### config.mk
export PLATFORM = sky130hd
export DESIGN_NAME = tx_pkt_loader
export DESIGN_NICKNAME = d
export VERILOG_FILES = /design/src/rtl/tx_pkt_loader.sv
export SDC_FILE = /design/constraint.sdc
export NUM_CORES = 1
export LEC_CHECK = 0
export ABC_CLOCK_PERIOD_IN_PS = 2450
export CAP_MARGIN = 0
export CORE_MARGIN = 5
export CORE_UTILIZATION = 47
export DETAILED_ROUTE_END_ITERATION = 10
export SYNTH_ARGS = -nofsm -noshare
export SYNTH_HDL_FRONTEND = slang
export SYNTH_SLANG_ARGS = --single-unit
### constraint.sdc
create_clock -name clk -period 2.45 [get_ports clk]
set_input_delay 0.49 -clock clk [delete_from_list [all_inputs] [get_ports clk]]
set_output_delay 0.49 -clock clk [all_outputs]
set_load 0.01 [all_outputs]
### src/rtl/tx_pkt_loader.sv
// tx_pkt_loader: loads PDU header and payload into the BLE TX FIFO, then runs the txstart/txready handshake.
module tx_pkt_loader #(
  parameter int MAX_PL      = 37,
  parameter int AW          = 6,
  parameter int RDY_TIMEOUT = 8
) (
  input  logic          clk,
  input  logic          rst_n,
  input  logic          en,
  input  logic          pl_we,
  input  logic [AW-1:0] pl_waddr,
  input  logic [7:0]    pl_wdata,
  input  logic [7:0]    hdr0,
  input  logic [5:0]    length,
  input  logic          send,
  output logic          busy,
  output logic          done,
  output logic          err,
  output logic [7:0]    txdata_out,
  output logic          wr_en,
  output logic          txstart,
  input  logic          txready
);
  localparam int CW = $clog2(RDY_TIMEOUT + 1);
  localparam logic [AW-1:0] MAXA = AW'(MAX_PL);
  localparam logic [5:0]    MAXL = 6'(MAX_PL);
  localparam logic [CW-1:0] TO   = CW'(RDY_TIMEOUT);
  typedef enum logic [2:0] {IDLE, WAIT_RDY, PUSH_H0, PUSH_H1, PUSH_PL, START, WAIT_BUSY, WAIT_DONE} state_t;
  state_t        state_q, state_d;
  logic [5:0]    len_q, len_d;
  logic [7:0]    hdr0_q, hdr0_d;
  logic [AW-1:0] idx_q, idx_d, last_idx;
  logic [CW-1:0] cnt_q, cnt_d;
  logic          err_q, err_d, done_q, done_d;
  logic [7:0]    buf_q [MAX_PL];
  assign last_idx = AW'(len_q - 6'd1);
  always_comb begin
    state_d = state_q;
    len_d   = len_q;
    hdr0_d  = hdr0_q;
    idx_d   = idx_q;
    cnt_d   = cnt_q;
    err_d   = err_q;
    done_d  = done_q;
    if (en) begin
      done_d = 1'b0;
      case (state_q)
        IDLE: if (send) begin
          state_d = WAIT_RDY;
          len_d   = (length > MAXL) ? MAXL : length;
          hdr0_d  = hdr0;
          err_d   = 1'b0;
        end
        WAIT_RDY: if (txready) state_d = PUSH_H0;
        PUSH_H0:  state_d = PUSH_H1;
        PUSH_H1: begin
          state_d = (len_q == 6'd0) ? START : PUSH_PL;
          idx_d   = '0;
        end
        PUSH_PL: begin
          idx_d = idx_q + 1'b1;
          if (idx_q == last_idx) state_d = START;
        end
        START: begin
          cnt_d   = '0;
          state_d = WAIT_BUSY;
        end
        WAIT_BUSY: if (!txready) state_d = WAIT_DONE;
        else begin
          cnt_d = cnt_q + 1'b1;
          if (cnt_d == TO) begin
            err_d   = 1'b1;
            state_d = IDLE;
          end
        end
        WAIT_DONE: if (txready) begin
          done_d  = 1'b1;
          state_d = IDLE;
        end
        default: state_d = IDLE;
      endcase
    end
  end
  always_ff @(posedge clk or negedge rst_n) begin
    if (!rst_n) begin
      state_q <= IDLE;
      len_q   <= '0;
      hdr0_q  <= '0;
      idx_q   <= '0;
      cnt_q   <= '0;
      err_q   <= 1'b0;
      done_q  <= 1'b0;
    end else begin
      state_q <= state_d;
      len_q   <= len_d;
      hdr0_q  <= hdr0_d;
      idx_q   <= idx_d;
      cnt_q   <= cnt_d;
      err_q   <= err_d;
      done_q  <= done_d;
    end
  end
  // software writes are frozen while a packet is in flight
  always_ff @(posedge clk) begin
    if (pl_we && pl_waddr < MAXA && state_q == IDLE) buf_q[pl_waddr] <= pl_wdata;
  end
  assign busy    = state_q != IDLE;
  assign done    = done_q;
  assign err     = err_q;
  assign txstart = state_q == START;
  assign wr_en   = en && (state_q inside {PUSH_H0, PUSH_H1, PUSH_PL});
  assign txdata_out = (state_q == PUSH_H0) ? hdr0_q :
                      (state_q == PUSH_H1) ? {2'b00, len_q} :
                      (state_q == PUSH_PL) ? buf_q[idx_q] : 8'h00;
endmodule

==> results of run 1 <==
[registers in the layout, indices dropped and copies added, names as in the netlist]
register,cells
hdr0_q,8
len_q,6
done,1
cnt_q,4
err,1
state_q,3
buf_q,296
idx_q,6
[worst max-delay path: cells and delay by family, from the launching register on]
kind | cells | cell delay, ns
flip-flops | 1 | 0.52
buffers and inverters | 5 | 0.79
multiplexers | 1 | 0.13
AND/OR/NAND/NOR | 3 | 0.45
AO/OA/AOI/OAI | 2 | 0.36
[per-layer routing]
layer  part of all wire [%]  track usage (%)
met5                      0                0
met4                    2.9            6.888
met3                    5.1            3.517
met2                     50            34.16
met1                     42            26.87
[synthesized netlist by cell type, types with 2 or more instances]
| master | instances | area (um2) |
|---|---|---|
| a21oi_1 | 47 | 235.2 |
| a22oi_1 | 48 | 360.4 |
| a311oi_1 | 2 | 17.52 |
| and2_1 | 5 | 31.28 |
| and3_1 | 2 | 12.51 |
| buf_1 | 2 | 7.510 |
| buf_12 | 2 | 40.04 |
| buf_2 | 15 | 75.07 |
| buf_6 | 5 | 56.30 |
| buf_8 | 6 | 90.09 |
| clkbuf_1 | 12 | 45.04 |
| clkbuf_2 | 2 | 10.01 |
| dfrtp_1 | 29 | 725.7 |
| edfxtp_1 | 296 | 8889 |
| ha_1 | 3 | 37.54 |
| inv_1 | 8 | 30.03 |
| mux2i_1 | 112 | 1121 |
| mux4_1 | 10 | 262.8 |
| mux4_2 | 14 | 315.3 |
| nand2_1 | 47 | 176.4 |
| nand2b_1 | 4 | 25.02 |
| nand3_1 | 7 | 35.03 |
| nand3b_1 | 9 | 67.56 |
| nand4_1 | 3 | 18.77 |
| nor2_1 | 61 | 229.0 |
| nor2b_1 | 4 | 25.02 |
| nor3_1 | 11 | 55.05 |
| nor3b_1 | 3 | 22.52 |
| nor4_1 | 7 | 43.79 |
| o211ai_1 | 3 | 22.52 |
| o21ai_0 | 18 | 90.09 |
| o21ai_1 | 3 | 15.01 |
| o22ai_1 | 11 | 68.82 |
| o31ai_1 | 3 | 22.52 |
| or3b_2 | 2 | 17.52 |
| xnor2_1 | 8 | 70.07 |
[report_power, final]
group / switching (W) / total, W / leakage, nW / internal, W
sequential: 0.000178 / 0.00641 / 3.03 / 0.00623
clock: 0.00207 / 0.00506 / 0.536 / 0.00299
combinational: 0.00251 / 0.00492 / 2.07 / 0.00241
[how the worst max path moves through the flow]
stage / start / end / slack [ns] / depth (start not counted)
after floorplan: idx_q[2]$_DFFE_PN0P_ / txdata_out[4] / 0.30 / 9
after global placement: idx_q[0]$_DFFE_PN0P_ / txdata_out[3] / -0.96 / 10
after detailed placement: idx_q[0]$_DFFE_PN0P_ / txdata_out[5] / -0.96 / 10
after CTS: idx_q[0]$_DFFE_PN0P_ / txdata_out[2] / -0.81 / 11
after global routing: idx_q[0]$_DFFE_PN0P_ / txdata_out[2] / -0.95 / 11
final: idx_q[0]$_DFFE_PN0P_ / txdata_out[2] / -0.83 / 11
[stage by stage]
| step | worst slack (ns) | std cells |
|---|---|---|
| after floorplan | 0.2991 | 842 |
| after global placement | -0.9592 | 1333 |
| after detailed placement | -0.9551 | 1333 |
| after CTS | -0.8141 | 1415 |
| after global routing | -0.9526 | 1421 |
| final | -0.8273 | 1421 |
[layout by cell type (no fill, tap or decap), drive strengths merged, types with 21 or more instances in the layout]
cell type	n
mux4	24
nand2	47
dfrtp	29
buf	139
mux2i	112
o21ai	21
edfxtp	296
clkdlybuf4s50	35
a22oi	48
clkbuf	46
a21oi	47
nor2	62
[timing repair]
| action | CTS | global route |
|---|---|---|
| pin swaps | 38 | 21 |
| setup endpoints to repair | 11 | 41 |
| gates resized for setup | 103 | 20 |
| gates cloned | 4 | 0 |
| buffers inserted | 18 | 7 |
[logic make-up after synthesis]
family / share of synthesized area (%)
fa+ha+maj: 0.2778
flops: 71.15
mux: 12.66
compound gates: 6.713
simple gates: 5.889
xor+xnor: 0.5834
buf+inv: 2.732
[cell type report]
cell class,count,area (um2),share of cell area [%]
clock buffers,46,959.7,5.740
clock inverters,17,148.9,0.8905
repair buffers,178,1663,9.945
multi-input cells,463,3819,22.84
inverters,8,30.03,0.1796
well taps,384,480.5,2.874
flip-flops and latches,325,9619,57.53
==> results_dict.tcl, run 1 <==
set metrics [dict create \
    hold_class "in -> async" \
    cts-root-buf "clkbuf_16" \
    gp_congestion 0.8642 \
    num-nets-final 1049 \
    maxCapViolations 0 \
    dp_hpwl_um 21440 \
    drc 0 \
    ys_async_sr_fraction_pct 8.923 \
    clkTransAtPathRegs_ns 0.06 \
    r2r_start "state_q[2]$_DFFE_PN0P_" \
    firstDrtPassIters 5 \
    rows 62 \
    total_power_w 0.01639 \
    syn_to_final_growth_pct 23.73 \
    insertion_delay_ns 0.51 \
    clkSinkCount 325 \
    antenna_left 0 \
    io_pins 47 \
    antenna_found_initial 0 \
    final-max-slew-violation-count 0 \
    fin_util_pct 58.57 \
    run_status "complete, but fails checks" \
    core_region_area_mm2 0.02855 \
    synth-edff-count 296 \
    hold_viol 0 \
    placed_cell_area_mm2 0.01502 \
    vdd_ir_drop_max_uv 514.2 \
    wirelength_um 33200 \
    routedWlPerCell_um 23.36 \
    die_x_um 179.6 \
    power_density_mw_per_mm2 980.2 \
    finClkSkew_ns 0.01003 \
    min_period_ns 3.277 \
    fin_ws_ns -0.8273 \
    ff2ff_path_depth 7 \
    fp.dieArea_mm2 0.03224 \
    total_leakage_power_nw 5.634 \
    startpoint_type "flop" \
    drtIter0Drc 682 \
    fillerInstances 2264 \
    hold_buffers 0 \
    setup_viol 8 \
    crit_type "reg -> out" \
    gr-total-overflow 0 \
    grt_pass1_wl_um 50090 \
    postLayoutCellArea_mm2 0.01672 \
    syn_area_per_cell_um2 16.05 \
    drive_gt1_share_pct 26.04 \
    path_cells "buf_4 -> buf_12 -> buf_12 -> mux2i_1 -> a22oi_1 -> a21oi_2 -> nor4_4 -> buf_4 -> nor3_2 -> nor2_1 -> buf_2" \
    cts_made_buffers 36 \
    cts_buffer_depth 3 \
    arrival_ns 2.79 \
    ys.flop_type "edfxtp_1" \
    tightest_slew_ns 0.7033 \
    seq_area_frac_synth_pct 71.15 \
    relSlewSlack_pct 52.97 \
    cp_slowest_cell "dfrtp_4" \
    synth_seq_cells 325 \
    fin_crit_sh_pct 133.8 \
    die_h_um 179.6 \
    start_util_pct 47.34 \
    violations "setup timing" \
    antenna_cells 0 \
    netlist_area_mm2 0.01351 \
    ff2ff_setup_slack_ns 0.23 \
    cts_tree "yes" \
    grt_use_total_pct 20.26 \
    synthCells 842 \
    syn_nets 879 \
    grt_max_degree 38 \
    cp_max_fo 17 \
    rsz0062_at_grt "yes" \
    via_per_inst 5.652 \
    yosysWarnings 0 \
    whs_ns 0.3940 \
    synthDistinctLibCells 54 \
    vias 8031 \
    grt_pass1_vias 8230 \
    htree_levels 2 \
    tns_ns -6.101 \
    cp-end-kind "output pin" \
    fmax_ghz 0.3051 \
    crit_path_max_incr_delay_ns 0.52 \
    r2r_end "buf_q[5][4]$_DFFE_PP_" \
    cp_data_required_time_ns 1.96 \
    io_buffers 46 \
]
(Power assumes the default switching activity.)
==> inputs of run 2 (changes only) <==
Settings changed: TNS_END_PERCENT from default to 30.
==> run 2 against run 1 <==
Compared with the run above:
- the flow still finishes with violations (setup timing)
- combinational power increased by 1%
- clock skew about the same
- clock-buffer cell count stayed put
- register-to-register slack got worse by 0.04 ns
- via count decreased by 0.26%
- largest cell class unchanged
- clock power hardly changed
- critical path type unchanged
- design area up 0.14%
==> results_dict.tcl, run 2 (synthesized netlist as in run 1, its figures left out) <==
set metrics [dict create \
    run_status "complete, but fails checks" \
    violations "setup timing" \
    gr-total-overflow 0 \
    drc 0 \
    fp.dieArea_mm2 0.03224 \
    crit_buf_inv 5 \
    die_x_um 179.6 \
    final-max-slew-violation-count 0 \
    grt_pass1_wl_um 50020 \
    setup_viol 8 \
    whs_ns 0.3932 \
    core_region_area_mm2 0.02855 \
    crit_path_max_incr_delay_ns 0.52 \
    hold_class "in -> async" \
    wirelength_um 33290 \
    cts_buffer_depth 3 \
    grt_max_degree 38 \
    rsz0062_at_grt "yes" \
    path_cells "buf_4 -> buf_12 -> buf_16 -> mux2i_1 -> a22oi_1 -> a21oi_1 -> nor4_2 -> buf_4 -> nor3_1 -> nor2_1 -> buf_2" \
    io_pins 47 \
    clkSinkCount 325 \
    tns_ns -6.123 \
    total_leakage_power_nw 5.647 \
    insertion_delay_ns 0.51 \
    crit_family "buffers and inverters" \
    min_period_ns 3.275 \
    top_register "buf_q" \
    postLayoutCellArea_mm2 0.01674 \
    finClkSkew_ns 0.009933 \
    drtIter0Drc 648 \
    hold_viol 0 \
    cts_made_buffers 36 \
    io_buffers 46 \
    num-nets-final 1048 \
    startpoint_type "flop" \
    antenna_left 0 \
    cp_slowest_cell "dfrtp_4" \
    fin_ws_ns -0.8251 \
    firstDrtPassIters 5 \
    die_h_um 179.6 \
    cp_data_required_time_ns 1.96 \
    hold_buffers 0 \
    arrival_ns 2.79 \
    fmax_ghz 0.3053 \
    grt_pass1_vias 8230 \
    gp_congestion 0.8642 \
    crit_type "reg -> out" \
    placed_cell_area_mm2 0.01502 \
    dp_hpwl_um 21440 \
    rows 62 \
    htree_levels 2 \
    tightest_slew_ns 0.6970 \
    final_cell_mix "edfxtp_1, buf_4, mux2i_1" \
    antenna_found_initial 0 \
    antenna_cells 0 \
    fin_crit_sh_pct 133.7 \
    vias 8010 \
    cp_max_fo 14 \
    syn_to_final_growth_pct 23.91 \
    cpMostUsedCell "buf_4" \
    largest_reg_flops 296 \
    power_density_mw_per_mm2 982.2 \
    clkTransAtPathRegs_ns 0.06 \
    reg.largest.list "buf_q (296), hdr0_q (8)" \
    relSlewSlack_pct 53.39 \
    cts_tree "yes" \
    vdd_ir_drop_max_uv 517.5 \
    start_util_pct 47.34 \
    final_common_cell "edfxtp_1" \
    cp-end-kind "output pin" \
    maxCapViolations 0 \
    routedWlPerCell_um 23.45 \
    via_per_inst 5.641 \
    grt_use_total_pct 20.24 \
    cts-root-buf "clkbuf_16" \
    drive_gt1_share_pct 25.97 \
]
## run 2: worst paths after layout
path / end / cells past startpoint / startpoint / slack (ns)
worst max-delay path: txdata_out[1] / 11 / idx_q[0]$_DFFE_PN0P_ / -0.83
worst min-delay path: err$_DFFE_PN0P_ / 1 / rst_n / 0.39
worst max register to register: buf_q[7][3]$_DFFE_PP_ / 7 / state_q[2]$_DFFE_PN0P_ / 0.19
worst min register to register: hdr0_q[1]$_DFFE_PN0P_ / 2 / hdr0_q[1]$_DFFE_PN0P_ / 0.49
max in group asynchronous: len_q[5]$_DFFE_PN0P_ / 2 / rst_n / 1.34
min in group clk: hdr0_q[1]$_DFFE_PN0P_ / 2 / hdr0_q[1]$_DFFE_PN0P_ / 0.49
## run 2: area by class of cell
type	count	area, um2
fillers	2253	11800
repair buffers	177	1678
flip-flops and latches	325	9618
well taps	384	480.5
clock buffers	46	959.7
multi-input cells	463	3829
inverters	8	30.03
clock inverters	17	148.9
## run 2: worst register-to-register path, delay by kind of cell (launching register included)
family	cells	cell delay (ns)
and+or+nand+nor	5	1.11
DFF	1	0.45
buffers and inverters	2	0.40
## run 2: per-stage QoR
step / instances / worst slack, ns / total power [W] / util (%)
5_1_grt: 1420 / -0.9368 / 0.01713 / 58.65
6_report: 1420 / -0.8251 / 0.01645 / 58.65
3_5_place_dp: 1333 / -0.9551 / 0.01061 / 52.62
4_1_cts: 1412 / -0.8141 / 0.01636 / 58.22
3_3_place_gp: 1333 / -0.9592 / 0.01054 / 52.62
2_1_floorplan: 842 / 0.2991 / 0.009149 / -
## run 2: where the power goes
part | switching, W | total [W] | internal, W
registers | 0.000181 | 0.00641 | 0.00623
clock network | 0.00207 | 0.00506 | 0.00299
logic | 0.00253 | 0.00498 | 0.00245
total | 0.00478 | 0.0164 | 0.0117
## run 2: routing by layer
| layer | wire length, um | GRT usage [%] | vias up |
|---|---|---|---|
| met5 | 0 | 0 | - |
| li1 | - | - | 3643 |
| met2 | 16680 | 34.31 | 248 |
| met1 | 14000 | 26.77 | 4062 |
| met4 | 936 | 6.888 | 0 |
| met3 | 1677 | 3.395 | 57 |
## run 2: what timing repair did
action | CTS | global route
endpoints found under the setup margin | 11 | 53
pin swaps | 39 | 31
resized for setup | 99 | 29
setup buffers | 15 | 8
endpoints found under the hold margin | 0 | 0
cloned | 4 | 1
